<file path="src/rtl/rsa_pkg.sv">
// rtl/rsa_pkg.sv - shared RSA datapath types: buffer ids, modexp states, limb geometry
package rsa_pkg;

    localparam int LIMBS  = 64;
    localparam int LIMB_W = 64;

    typedef enum logic [1:0] {
        BUF_BASE = 2'd0,
        BUF_ACC  = 2'd1,
        BUF_ONE  = 2'd2,
        BUF_TMP  = 2'd3
    } buf_id_t;

    typedef enum logic [3:0] {
        S_IDLE,
        S_INIT_ISSUE,
        S_INIT_WAIT,
        S_FETCH,
        S_FETCH_WAIT,
        S_SQ_ISSUE,
        S_SQ_WAIT,
        S_MUL_ISSUE,
        S_MUL_WAIT,
        S_DONE
    } modexp_state_t;

endpackage

</file>
<file path="src/rtl/modexp_ctrl_if.sv">
// rtl/modexp_ctrl_if.sv - modexp sequencer bus: run control, exponent RAM port, multiplier command
interface modexp_ctrl_if
    import rsa_pkg::*;
#(
    parameter int EXP_W  = 12,
    parameter int ADDR_W = 6
);
    logic              start;
    logic [EXP_W-1:0]  expLen;
    logic [ADDR_W-1:0] eAddr;
    logic [LIMB_W-1:0] eData;
    logic              mulStart;
    buf_id_t           mulSelA;
    buf_id_t           mulSelB;
    buf_id_t           mulSelDst;
    logic              mulDone;
    logic              busy;
    logic              done;
    logic [EXP_W-1:0]  sqCount;
    logic [EXP_W-1:0]  mulCount;

    modport master (
        input  start, expLen, eData, mulDone,
        output eAddr, mulStart, mulSelA, mulSelB, mulSelDst, busy, done, sqCount, mulCount
    );

    modport slave (
        output start, expLen, eData, mulDone,
        input  eAddr, mulStart, mulSelA, mulSelB, mulSelDst, busy, done, sqCount, mulCount
    );
endinterface

</file>
<file path="src/rtl/modexp_ctrl.sv">
// rtl/modexp_ctrl.sv - left-to-right square-and-multiply sequencer for the Montgomery multiplier
module modexp_ctrl
    import rsa_pkg::*;
#(
    parameter int EXP_W  = 12,
    parameter int ADDR_W = 6
) (
    input  logic          clk,
    input  logic          reset,
    modexp_ctrl_if.master bus
);

    modexp_state_t     state;
    logic [EXP_W-1:0]  len;
    logic [EXP_W-1:0]  bit_idx;
    logic [LIMB_W-1:0] word;

    logic [EXP_W-1:0] next_idx;
    logic [EXP_W-1:0] first_idx;
    logic             bit_set;
    logic             advance;

    always_comb begin
        next_idx  = bit_idx - EXP_W'(1);
        first_idx = len - EXP_W'(2);
        bit_set   = word[bit_idx[5:0]];
        // Leave the current bit: after a zero-bit square or after the multiply.
        advance   = bus.mulDone && ((state == S_SQ_WAIT && !bit_set) || state == S_MUL_WAIT);
    end

    always_ff @(posedge clk or posedge reset) begin
        if (reset) begin
            state         <= S_IDLE;
            len           <= '0;
            bit_idx       <= '0;
            word          <= '0;
            bus.eAddr     <= '0;
            bus.mulStart  <= 1'b0;
            bus.mulSelA   <= BUF_BASE;
            bus.mulSelB   <= BUF_BASE;
            bus.mulSelDst <= BUF_BASE;
            bus.busy      <= 1'b0;
            bus.done      <= 1'b0;
            bus.sqCount   <= '0;
            bus.mulCount  <= '0;
        end else begin
            bus.mulStart <= 1'b0;
            bus.done     <= 1'b0;
            case (state)
                S_IDLE: if (bus.start) begin
                    len           <= bus.expLen;
                    bus.sqCount   <= '0;
                    bus.mulCount  <= '0;
                    bus.busy      <= 1'b1;
                    bus.mulStart  <= 1'b1;
                    // A zero-length exponent yields R mod N, i.e. Montgomery one.
                    bus.mulSelA   <= (bus.expLen == '0) ? BUF_ONE : BUF_BASE;
                    bus.mulSelB   <= BUF_ONE;
                    bus.mulSelDst <= BUF_ACC;
                    state         <= S_INIT_ISSUE;
                end
                S_INIT_ISSUE: state <= S_INIT_WAIT;
                S_INIT_WAIT: if (bus.mulDone) begin
                    if (len <= EXP_W'(1)) begin
                        bus.done <= 1'b1;
                        bus.busy <= 1'b0;
                        state    <= S_DONE;
                    end else begin
                        bit_idx   <= first_idx;
                        bus.eAddr <= first_idx[ADDR_W+5:6];
                        state     <= S_FETCH;
                    end
                end
                S_FETCH: state <= S_FETCH_WAIT;
                S_FETCH_WAIT: begin
                    word          <= bus.eData;
                    bus.mulStart  <= 1'b1;
                    bus.mulSelA   <= BUF_ACC;
                    bus.mulSelB   <= BUF_ACC;
                    bus.mulSelDst <= BUF_ACC;
                    state         <= S_SQ_ISSUE;
                end
                S_SQ_ISSUE: begin
                    bus.sqCount <= bus.sqCount + EXP_W'(1);
                    state       <= S_SQ_WAIT;
                end
                S_SQ_WAIT: if (bus.mulDone && bit_set) begin
                    bus.mulStart  <= 1'b1;
                    bus.mulSelA   <= BUF_ACC;
                    bus.mulSelB   <= BUF_BASE;
                    bus.mulSelDst <= BUF_ACC;
                    state         <= S_MUL_ISSUE;
                end
                S_MUL_ISSUE: begin
                    bus.mulCount <= bus.mulCount + EXP_W'(1);
                    state        <= S_MUL_WAIT;
                end
                S_MUL_WAIT: ;
                S_DONE: state <= S_IDLE;
                default: state <= S_IDLE;
            endcase

            if (advance) begin
                if (bit_idx == '0) begin
                    bus.done <= 1'b1;
                    bus.busy <= 1'b0;
                    state    <= S_DONE;
                end else begin
                    bit_idx <= next_idx;
                    // Crossing from bit 0 of a word into bit 63 of the next lower word.
                    if (bit_idx[5:0] == 6'd0) begin
                        bus.eAddr <= next_idx[ADDR_W+5:6];
                        state     <= S_FETCH;
                    end else begin
                        bus.mulStart  <= 1'b1;
                        bus.mulSelA   <= BUF_ACC;
                        bus.mulSelB   <= BUF_ACC;
                        bus.mulSelDst <= BUF_ACC;
                        state         <= S_SQ_ISSUE;
                    end
                end
            end
        end
    end

endmodule

</file>
<file path="src/flat_wrapper.sv">
// flat-port wrapper written by rule: the top's interface ports become plain ports
module modexp_ctrl_flat import rsa_pkg::*;
#(
    parameter int EXP_W  = 12,
    parameter int ADDR_W = 6
)
  (clk, reset, bus_start, bus_expLen, bus_eData, bus_mulDone, bus_eAddr, bus_mulStart, bus_mulSelA, bus_mulSelB, bus_mulSelDst, bus_busy, bus_done, bus_sqCount, bus_mulCount);
  modexp_ctrl_if #(.EXP_W(EXP_W), .ADDR_W(ADDR_W)) bus_i ();
  input  logic clk;
  input  logic reset;
  input wire logic [$bits(bus_i.start)-1:0] bus_start;
  input wire logic [$bits(bus_i.expLen)-1:0] bus_expLen;
  input wire logic [$bits(bus_i.eData)-1:0] bus_eData;
  input wire logic [$bits(bus_i.mulDone)-1:0] bus_mulDone;
  output wire logic [$bits(bus_i.eAddr)-1:0] bus_eAddr;
  output wire logic [$bits(bus_i.mulStart)-1:0] bus_mulStart;
  output wire logic [$bits(bus_i.mulSelA)-1:0] bus_mulSelA;
  output wire logic [$bits(bus_i.mulSelB)-1:0] bus_mulSelB;
  output wire logic [$bits(bus_i.mulSelDst)-1:0] bus_mulSelDst;
  output wire logic [$bits(bus_i.busy)-1:0] bus_busy;
  output wire logic [$bits(bus_i.done)-1:0] bus_done;
  output wire logic [$bits(bus_i.sqCount)-1:0] bus_sqCount;
  output wire logic [$bits(bus_i.mulCount)-1:0] bus_mulCount;
  assign bus_i.start = bus_start;
  assign bus_i.expLen = bus_expLen;
  assign bus_i.eData = bus_eData;
  assign bus_i.mulDone = bus_mulDone;
  assign bus_eAddr = bus_i.eAddr;
  assign bus_mulStart = bus_i.mulStart;
  assign bus_mulSelA = bus_i.mulSelA;
  assign bus_mulSelB = bus_i.mulSelB;
  assign bus_mulSelDst = bus_i.mulSelDst;
  assign bus_busy = bus_i.busy;
  assign bus_done = bus_i.done;
  assign bus_sqCount = bus_i.sqCount;
  assign bus_mulCount = bus_i.mulCount;
  modexp_ctrl #(.EXP_W(EXP_W), .ADDR_W(ADDR_W)) u_core (.clk(clk), .reset(reset), .bus(bus_i));
endmodule
</file>
<file path="config.mk">
export PLATFORM = sky130hd
export DESIGN_NAME = modexp_ctrl_flat
export DESIGN_NICKNAME = d
export VERILOG_FILES = /design/src/rtl/rsa_pkg.sv /design/src/rtl/modexp_ctrl_if.sv /design/src/rtl/modexp_ctrl.sv /design/src/flat_wrapper.sv
export SDC_FILE = /design/constraint.sdc
export NUM_CORES = 1
export LEC_CHECK = 0
export ABC_CLOCK_PERIOD_IN_PS = 5600
export CAP_MARGIN = 25
export CORE_UTILIZATION = 53
export CTS_CLUSTER_SIZE = 20
export DETAILED_ROUTE_END_ITERATION = 8
export GPL_TIMING_DRIVEN = 0
export PLACE_DENSITY = 0.77
export SYNTH_ARGS = -nofsm -noshare
export SYNTH_HDL_FRONTEND = slang
export SYNTH_SLANG_ARGS = --single-unit
</file>
<file path="constraint.sdc">
create_clock -name clk -period 5.6 [get_ports clk]
set_clock_uncertainty 0.05 [all_clocks]
set_input_delay 1.12 -clock clk [delete_from_list [all_inputs] [get_ports clk]]
set_output_delay 1.12 -clock clk [all_outputs]
set_load 0.01 [all_outputs]
</file>
== Word-level counts from Yosys, hierarchy flattened ==
Cells that the tools add are included.
Storage, ports and cells
  bits in registers: 131
  logic and storage cells: 107
Cells by class
  add/sub/neg operators: 4
  order comparisons: 2
  eq/ne operators: 13
  muxes and demuxes: 60
  reduce and logical (&&, ||, !) cells: 15
Operator list (count)
  $mux W12: 6
  $pmux W12 S2: 2
  $mux W6: 6
  $pmux W4 S9: 1
  $mux W2: 16
  $add A12 B1 Y12 const B: 2
  $logic_not A12 Y1: 2
  $mux W4: 6
  $pmux W2 S3: 3
  $eq A4 B3 Y1 const B: 4
  $mux W1: 16
  $le A12 B1 Y1 const B: 1
  $sub A12 B1 Y12 const B: 1
  $sub A12 B2 Y12 const B: 1
  $ne A3 B2 Y1 const B: 3
  $eq A4 B2 Y1 const B: 2
  $lt A6 B7 Y1 const B: 1
  $bmux W1 S6: 1
  $logic_not A6 Y1: 1
  $reduce_and A2 Y1: 3
  $eq A4 B1 Y1 const B: 1
  $eq A4 B4 Y1 const B: 1
  $logic_not A4 Y1: 1
  $reduce_and A4 Y1: 1
  9 further kinds: 12

== Longest topological paths before layout ==
Gate-level depths: netlist (run 1).
  depth in word-level cells: 8
  gate-level depth with buffers: 10
  depth with buffers taken out: 8

== Least setup slack after synthesis (run 1) ==
No wires, ideal clock.
  path type: input to register
  start: input port bus_mulDone
  end: register u_core.bus.eAddr[0]
  setup time: 0.079 ns
  arrival time: 2.740 ns
  data required time: 5.471 ns
  path slack: 2.730 ns
  stages on the path: 8
  cell sequence: clkbuf_1 nand3b_1 or3_1 nor4_4 nor3_1 buf_6 nor3_4 mux2i_1
Between the ends
  cells in the longest elaborated chain, start to end: 5
  elaborated cells between the ends (all ways): 6
  classes of those cells: mux: 5; reduce/logical: 1
Ends and longest elaborated chain
  start, declared: RTL line flat_wrapper.sv:14  | input wire logic [$bits(bus_i.mulDone)-1:0] bus_mulDone;
  $mux W6: RTL line modexp_ctrl.sv:63  | S_INIT_WAIT: if (bus.mulDone) begin
  $mux W6: RTL line modexp_ctrl.sv:49  | case (state)
  $mux W6: RTL line modexp_ctrl.sv:111  | if (bit_idx[5:0] == 6'd0) begin
  $mux W6: RTL line modexp_ctrl.sv:104  | if (bit_idx == '0) begin
  $mux W6 (*): RTL line modexp_ctrl.sv:103  | if (advance) begin
  end signal, assigned: RTL line modexp_ctrl.sv:70  | bus.eAddr <= first_idx[ADDR_W+5:6];
  end signal, assigned: RTL line modexp_ctrl.sv:112  | bus.eAddr <= next_idx[ADDR_W+5:6];
  end, declared: RTL line modexp_ctrl_if.sv:24  | output eAddr, mulStart, mulSelA, mulSelB, mulSelDst, busy, done, sqCount, mulCount
Every way passes the cells marked *; elsewhere a longest branch is shown, timed or not.
A chain may end at the register's enable or synchronous reset.

== Worst setup path after layout (run 1) ==
  start: register u_core.bit_idx[2]
  end: register u_core.bus.eAddr[1]
Between the ends
  cells in the longest elaborated chain, start to end: 7
  elaborated cells between the ends (all ways): 12
  classes of those cells: add/sub: 1; mux: 5; reduce/logical: 6
Ends and longest elaborated chain
  start, declared: RTL line modexp_ctrl.sv:15  | logic [EXP_W-1:0] bit_idx;
  start signal, assigned: RTL line modexp_ctrl.sv:69  | bit_idx <= first_idx;
  start signal, assigned: RTL line modexp_ctrl.sv:109  | bit_idx <= next_idx;
  $bmux W1 S6: RTL line modexp_ctrl.sv:26  | bit_set = word[bit_idx[5:0]];
  $mux W1 (not written as such): RTL line modexp_ctrl.sv:26
  $logic_not A1 Y1: RTL line modexp_ctrl.sv:28  | advance = bus.mulDone && ((state == S_SQ_WAIT && !bit_set) || state == S_MUL_WAIT);
  $logic_and A1 B1 Y1: RTL line modexp_ctrl.sv:28
  $logic_or A1 B1 Y1: RTL line modexp_ctrl.sv:28
  $logic_and A1 B1 Y1: RTL line modexp_ctrl.sv:28
  $mux W6 (*): RTL line modexp_ctrl.sv:103
Every way passes the cells marked *; elsewhere a longest branch is shown, timed or not. The select of a mux whose other input is x is not followed.

==> results of run 1 <==
metrics by stage:
stage / power [mW] / instances
final: 4.82 / 937
after global routing: 5.10 / 937
after CTS: 4.82 / 937
after detailed placement: 3.52 / 905
after global placement: 3.43 / 904
after floorplan: 2.92 / 619
power groups by stage:
stage / Clock, mW / Sequential (mW) / Combinational (mW)
2_1_floorplan: 0 / 1.58 / 1.34
3_3_place_gp: 0 / 1.61 / 1.82
3_5_place_dp: 0 / 1.64 / 1.88
4_1_cts: 1.29 / 1.64 / 1.90
5_1_grt: 1.33 / 1.69 / 2.08
6_report: 1.27 / 1.64 / 1.90
cell usage in the layout, fill, tap and decap left out, types with 5 or more instances in the layout:
| cell | n |
|---|---|
| dfrtp_1 | 131 |
| clkdlybuf4s50_1 | 117 |
| nand2_1 | 74 |
| mux2_2 | 68 |
| nor2_1 | 45 |
| o21ai_0 | 38 |
| mux2i_1 | 31 |
| nand3_1 | 29 |
| clkbuf_1 | 27 |
| nor3_1 | 22 |
| clkbuf_16 | 17 |
| nor4_1 | 12 |
| nand2b_1 | 10 |
| xnor2_1 | 10 |
| and3_1 | 9 |
| xor2_1 | 9 |
| nand4_1 | 8 |
| mux4_2 | 8 |
| nor2b_1 | 7 |
| inv_1 | 7 |
| buf_2 | 6 |
| bufinv_16 | 6 |
| a21oi_1 | 5 |
| o22ai_1 | 5 |
| ha_1 | 5 |
per-layer routing:
layer	track usage, %	vias to the layer above
met5	0	-
met4	11.0	0
met3	7.07	38
met2	47.8	237
met1	35.0	2673
li1	-	2515
how the worst max path moves through the flow:
stage,start,to,slack [ns],depth (start not counted)
CTS,u_core.bit_idx[2]$_DFF_PP0_,u_core.bus.eAddr[0]$_DFF_PP0_,2.56,10
global route,u_core.bit_idx[2]$_DFF_PP0_,u_core.bus.eAddr[0]$_DFF_PP0_,2.30,10
global placement,reset,u_core.word[56]$_DFFE_PP0P_,-0.76,2
detailed placement,bus_mulDone,u_core.bus.eAddr[0]$_DFF_PP0_,2.31,8
floorplan,reset,u_core.bit_idx[0]$_DFF_PP0_,0.93,1
finish,u_core.bit_idx[2]$_DFF_PP0_,u_core.bus.eAddr[1]$_DFF_PP0_,2.55,10
Yosys cell counts (all sizes together), types with 2 or more instances:
master / count
o22ai: 5
o2111a: 2
nor4: 13
nand3b: 3
o211a: 2
and3: 9
o41ai: 2
mux2i: 31
a22oi: 3
nor2b: 7
nand4: 8
o31ai: 2
a21oi: 5
or3: 3
nor2: 45
nor3: 23
dfrtp: 131
clkbuf: 26
nand2: 74
xnor2: 10
mux4: 8
nand3: 29
a211oi: 2
mux2: 69
xor2: 9
a2111oi: 2
nand2b: 10
nor3b: 2
o21ai: 38
ha: 5
buf: 9
a21o: 3
a311oi: 3
inv: 8
cells by family (layout without fill, tap and decap cells):
family | Yosys count | in the layout | synth area share [%]
simple gates | 232 | 232 | 17.1
fa+ha+maj | 5 | 5 | 0.942
buf+inv | 43 | 193 | 2.88
flops | 131 | 131 | 49.4
xor+xnor | 19 | 19 | 2.51
mux | 108 | 108 | 19.1
compound gates | 81 | 81 | 8.14
area by class of cell:
| type | count | area (um2) | area share, % |
|---|---|---|---|
| multi-input cells | 445 | 3170 | 36.3 |
| repair buffers | 118 | 1200 | 13.7 |
| plain buffers | 35 | 161 | 1.85 |
| well taps | 168 | 210 | 2.41 |
| clock buffers | 20 | 457 | 5.23 |
| clock inverters | 12 | 224 | 2.56 |
| flip-flops and latches | 131 | 3280 | 37.5 |
| inverters | 8 | 35.0 | 0.401 |
state kept, by name (all words and copies together) (netlist names), 2 cells and up:
signal                flops
u_core.bit_idx           12
u_core.bus.eAddr          6
u_core.bus.mulCount      12
u_core.bus.mulSelA        2
u_core.bus.mulSelB        2
u_core.bus.mulSelDst      2
u_core.bus.sqCount       12
u_core.len               12
u_core.state              4
u_core.word              64
==> flow_metrics.py, run 1 <==
metrics = {
    "outcome": {
        "outcome": "finished, final reports clean",
    },
    "sta": {
        "worst_slack_ns": 2.55,
        "finalSetupTns_ns": 0,
        "setup_viol": 0,
        "rsz0062_at_grt": "false",
        "hold_viol_final": 0,
        "max_slew_margin_pct": 47.3,
        "fmax_ghz": 0.328,
        "min_period_ns": 3.05,
        "fin_crit_sh_pct": 54.5,
        "worst_pin_slew_ns": 0.784,
        "hold_ws_ns": 0.437,
        "finalMaxSlewViolations": 0,
    },
    "worst_setup_path": {
        "reg2reg_from": "u_core.bit_idx[2]$_DFF_PP0_",
        "worstPathCellList": "buf_6 -> buf_2 -> mux4_2 -> mux2i_1 -> o22ai_1 -> nor3_1 -> nor3_1 -> buf_6 -> nor3_4 -> mux2i_1",
        "critPathMaxStageDelay_ns": 0.44,
        "cp.required_ns": 5.89,
        "start_kind": "register",
        "arrival_ns": 3.34,
        "cp_max_fo": 10,
        "r2r-end": "u_core.bus.eAddr[1]$_DFF_PP0_",
        "r2r_cells": 10,
        "endpoint_kind": "register",
        "critical_path_class": "reg -> reg",
        "slowest_stage": "dfrtp_1",
        "path_delay_family": "simple AND/OR/NAND/NOR gates",
        "reg2reg_slack_ns": 2.55,
        "cp.buffers_inverters": 3,
    },
    "floorplanning": {
        "dieHeight_um": 114,
        "fp.dieW_um": 114,
        "coreArea_um2": 12100,
        "die_area_um2": 13000,
        "initial_utilization_pct": 54.8,
        "rows": 40,
        "ios": 119,
    },
    "route": {
        "wl_per_cell_um": 18.2,
        "drtIter0Drc": 485,
        "routed.top_layer": "met4",
        "viasPerCell": 5.83,
        "route.vias.total": 5463,
        "wirelength_mm": 17.0,
        "firstDrtPassIters": 5,
        "drcViolationCount": 0,
        "wl_met2_mm": 8.64,
        "wl_met1_mm": 7.03,
        "wl_met3_um": 938,
        "ant_nets": 0,
    },
    "clock_network": {
        "cts_resized": 0,
        "cts_buffer_depth": 2,
        "cts_root_buf": "clkbuf_16",
        "insertion_delay_ns": 0.42,
        "clkTransAtPathRegs_ns": 0.06,
        "cts_made_buffers": 17,
        "postCtsSetupRepairBufs": 0,
        "cts.htree.levels": 4,
        "cts_tree": "yes",
        "hold_buffers": 0,
        "cts.sinks": 131,
    },
    "place": {
        "hpwl_mm": 12.2,
        "post-place-ws_ns": 2.31,
        "place_congestion": 0.868,
        "port_buffers": 117,
        "place_area_um2": 8050,
    },
    "power": {
        "p_leak_nw": 3.66,
        "p_sw_share_pct": 34.4,
        "peakVddDrop_mv": 0.321,
        "power.switching_mw": 1.66,
        "clockPowerShare_pct": 26.4,
        "power_frac_comb_pct": 39.5,
        "pwr-share-seq_pct": 34.0,
        "powerDensity_nw_per_um2": 552,
        "p_int_mw": 3.16,
    },
    "final_layout": {
        "final_util_pct": 72.1,
        "n_antenna_cell": 0,
        "fillerInstances": 892,
        "drive_gt1_share_pct": 16.0,
        "syn_to_final_growth_pct": 31.5,
        "fin_nets": 841,
        "final_area_um2": 8730,
    },
    "global_routing": {
        "grt_pass1_wl_mm": 28.0,
        "antenna_found_initial": 0,
        "grt_pass1_vias": 5660,
        "overflow": 0,
        "grt.total_usage_pct": 28.3,
        "grt_max_degree": 75,
    },
    "synth": {
        "yosysTopAreaCellShare_pct": 49.4,
        "yosys_warnings": 0,
        "ys_seq_area_share_pct": 49.4,
        "yosys_most_used_dff": "dfrtp_1",
        "synth_cell_types": 58,
        "avgSynthCellArea_um2": 10.7,
        "synthArstFlopShare_pct": 100,
        "synth_area_leaders": "dfrtp_1 49%, mux2_2 12%, mux2i_1 4.7%, nand2_1 4.2%, o21ai_0 2.9%",
        "syn_inst": 619,
        "synth_edf_count": 0,
        "ys_seq_elements": 131,
        "synth_top_cell_by_area": "dfrtp_1",
        "synth_nets": 704,
        "netlist_area_um2": 6640,
    },
    "worst_hold_path": {
        "hold_depth": 1,
        "hold_path.startpoint": "u_core.bus.mulSelA[0]$_DFF_PP0_",
        "hold_end": "u_core.bus.mulSelA[0]$_DFF_PP0_",
        "min_path_type": "reg -> reg",
    },
    "flow_run": {
        "maxCapViolations": 0,
    },
}
No activity file was read; power rests on OpenSTA's default activity.
==> run 2: changes to the inputs <==
--- a/config.mk
+++ b/config.mk
@@ -5,7 +5,7 @@
 export SDC_FILE = /design/constraint.sdc
 export NUM_CORES = 1
 export LEC_CHECK = 0
-export ABC_CLOCK_PERIOD_IN_PS = 5600
+export ABC_CLOCK_PERIOD_IN_PS = 2900
 export CAP_MARGIN = 25
 export CORE_UTILIZATION = 53
 export CTS_CLUSTER_SIZE = 20
==> constraint.sdc (replaced) <==
create_clock -name clk -period 2.9 [get_ports clk]
set_clock_uncertainty 0.05 [all_clocks]
set_input_delay 0.58 -clock clk [delete_from_list [all_inputs] [get_ports clk]]
set_output_delay 0.58 -clock clk [all_outputs]
set_load 0.01 [all_outputs]
==> run 2 against run 1 <==
  * Die area did not move
  * Core utilization rose by 0.31 points
  * Sequential share of layout area fell by 0.15 points
  * Global-route usage rose by 0.053 points
  * Design area rose by 0.43%
  * Via count fell by 0.38%
  * Critical path type unchanged
  * Largest cell class unchanged
==> flow_metrics.py, run 2 (synthesis results as in run 1) <==
metrics = {
    "outcome": {
        "outcome": "finished, final reports clean",
    },
    "final_layout": {
        "final_util_pct": 72.4,
        "layout_common_cells": "130 x dfrtp_1, 117 x clkdlybuf4s50_1, 74 x nand2_1",
        "n_antenna_cell": 0,
        "syn_to_final_growth_pct": 32.1,
        "layout_commonest_cell": "dfrtp_1",
        "largest_reg_flops": 64,
        "largest-register": "u_core.word",
        "final_area_um2": 8770,
        "multi_input_area_um2": 3200,
        "ff_latch_area_um2": 3280,
        "fin_nets": 845,
        "fillerInstances": 881,
        "final-instance-count-excl-fill": 941,
        "drive_gt1_share_pct": 17.7,
    },
    "place": {
        "place_area_um2": 8080,
        "hpwl_mm": 12.4,
        "dp_cells": 907,
        "post-place-ws_ns": -0.0755,
        "place_congestion": 0.863,
        "port_buffers": 117,
    },
    "clock_network": {
        "insertion_delay_ns": 0.42,
        "cts_buffer_depth": 2,
        "cts_tree": "yes",
        "hold_buffers": 0,
        "cts_root_buf": "clkbuf_16",
        "cts_made_buffers": 17,
        "cts.htree.levels": 4,
        "cts.sinks": 131,
        "clkTransAtPathRegs_ns": 0.06,
    },
    "power": {
        "powerDensity_nw_per_um2": 1050,
        "p_sw_share_pct": 35.3,
        "p_int_mw": 5.93,
        "power.switching_mw": 3.24,
        "power_frac_comb_pct": 40.8,
        "p_leak_nw": 3.67,
        "clockPowerShare_pct": 24.7,
        "peakVddDrop_mv": 0.581,
        "pwr-share-seq_pct": 34.6,
        "power_mw": 9.17,
    },
    "sta": {
        "max_slew_margin_pct": 48.4,
        "setup_viol": 0,
        "hold_ws_ns": 0.430,
        "hold_viol_final": 0,
        "min_period_ns": 2.71,
        "worst_pin_slew_ns": 0.772,
        "finalMaxSlewViolations": 0,
        "fmax_ghz": 0.369,
        "rsz0062_at_grt": "false",
        "worst_slack_ns": 0.192,
        "fin_crit_sh_pct": 93.4,
        "finalSetupTns_ns": 0,
    },
    "worst_setup_path": {
        "cp.required_ns": 3.19,
        "reg2reg_slack_ns": 0.19,
        "r2r_cells": 11,
        "endpoint_kind": "register",
        "start_kind": "register",
        "arrival_ns": 2.99,
        "reg2reg_from": "u_core.bit_idx[2]$_DFF_PP0_",
        "cp_max_fo": 10,
        "r2r-end": "u_core.bus.eAddr[5]$_DFF_PP0_",
        "critical_path_class": "reg -> reg",
    },
    "route": {
        "wl_met2_mm": 8.90,
        "wl_per_cell_um": 18.2,
        "drtIter0Drc": 403,
        "wl_met1_mm": 7.12,
        "routed.top_layer": "met4",
        "ant_nets": 0,
        "firstDrtPassIters": 5,
        "wirelength_mm": 17.1,
        "wl_met3_um": 833,
        "viasPerCell": 5.78,
        "drcViolationCount": 0,
        "route.vias.total": 5442,
    },
    "global_routing": {
        "grt_pass1_wl_mm": 28.0,
        "grt_max_degree": 38,
        "overflow": 0,
        "antenna_found_initial": 0,
        "grt_pass1_vias": 5529,
        "grt.total_usage_pct": 28.4,
    },
    "floorplanning": {
        "initial_utilization_pct": 54.8,
        "rows": 40,
        "ios": 119,
        "die_area_um2": 13000,
        "dieHeight_um": 114,
        "fp.dieW_um": 114,
        "coreArea_um2": 12100,
    },
    "flow_run": {
        "maxCapViolations": 0,
    },
    "worst_hold_path": {
        "hold_path.startpoint": "u_core.bus.mulSelA[0]$_DFF_PP0_",
        "hold_end": "u_core.bus.mulSelA[0]$_DFF_PP0_",
        "hold_depth": 1,
        "min_path_type": "reg -> reg",
    },
}
run 2: power by group through the flow:
stage | clock network [mW] | registers (mW) | logic (mW)
after floorplan | 0 | 3.05 | 2.58
after global placement | 0 | 3.11 | 3.52
after detailed placement | 0 | 3.16 | 3.62
after CTS | 2.29 | 3.15 | 3.67
after global routing | 2.37 | 3.26 | 4.06
final | 2.26 | 3.17 | 3.74
run 2: repair_timing:
item	4_1_cts	5_1_grt
resized for setup	2	17
setup endpoints to repair	8	66
pin swaps	1	1
setup buffers	2	0
run 2: worst max-delay path, cell delays in order, from the launching register on:
cell      delay, ns
dfrtp_2        0.43
buf_8          0.18
clkbuf_4       0.26
mux4_2         0.35
mux2i_1        0.15
o22ai_1        0.12
nor3_1         0.28
nor3_1         0.11
buf_6          0.18
nor3_4         0.13
buf_4          0.18
mux2i_1        0.20
run 2: metal layers:
| metal | vias up | GRT usage, % |
|---|---|---|
| met5 | - | 0 |
| met4 | 0 | 10.7 |
| li1 | 2511 | - |
| met1 | 2714 | 34.8 |
| met2 | 194 | 49.1 |
| met3 | 23 | 6.06 |
run 2: worst max path at each step:
stage	from	to	slack, ns	depth (start not counted)
2_1_floorplan	u_core.bit_idx[2]$_DFF_PP0_	u_core.bus.eAddr[0]$_DFF_PP0_	0.42	10
3_3_place_gp	reset	u_core.word[56]$_DFFE_PP0P_	-0.48	2
4_1_cts	u_core.bit_idx[1]$_DFF_PP0_	u_core.bus.mulSelB[0]$_DFF_PP0_	0.04	10
3_5_place_dp	u_core.bit_idx[2]$_DFF_PP0_	u_core.bus.eAddr[5]$_DFF_PP0_	-0.08	10
5_1_grt	u_core.bit_idx[2]$_DFF_PP0_	u_core.bus.eAddr[2]$_DFF_PP0_	0.01	11
6_report	u_core.bit_idx[2]$_DFF_PP0_	u_core.bus.eAddr[5]$_DFF_PP0_	0.19	11
run 2: cell type report:
| class | instances | share of cell area [%] |
|---|---|---|
| Tap cell | 168 | 2.40 |
| Timing Repair Buffer | 122 | 14.2 |
| Multi-Input combinational cell | 445 | 36.4 |
| Clock buffer | 22 | 5.52 |
| Sequential cell | 131 | 37.4 |
| Buffer | 35 | 1.98 |
| Inverter | 8 | 0.385 |
| Clock inverter | 10 | 1.68 |
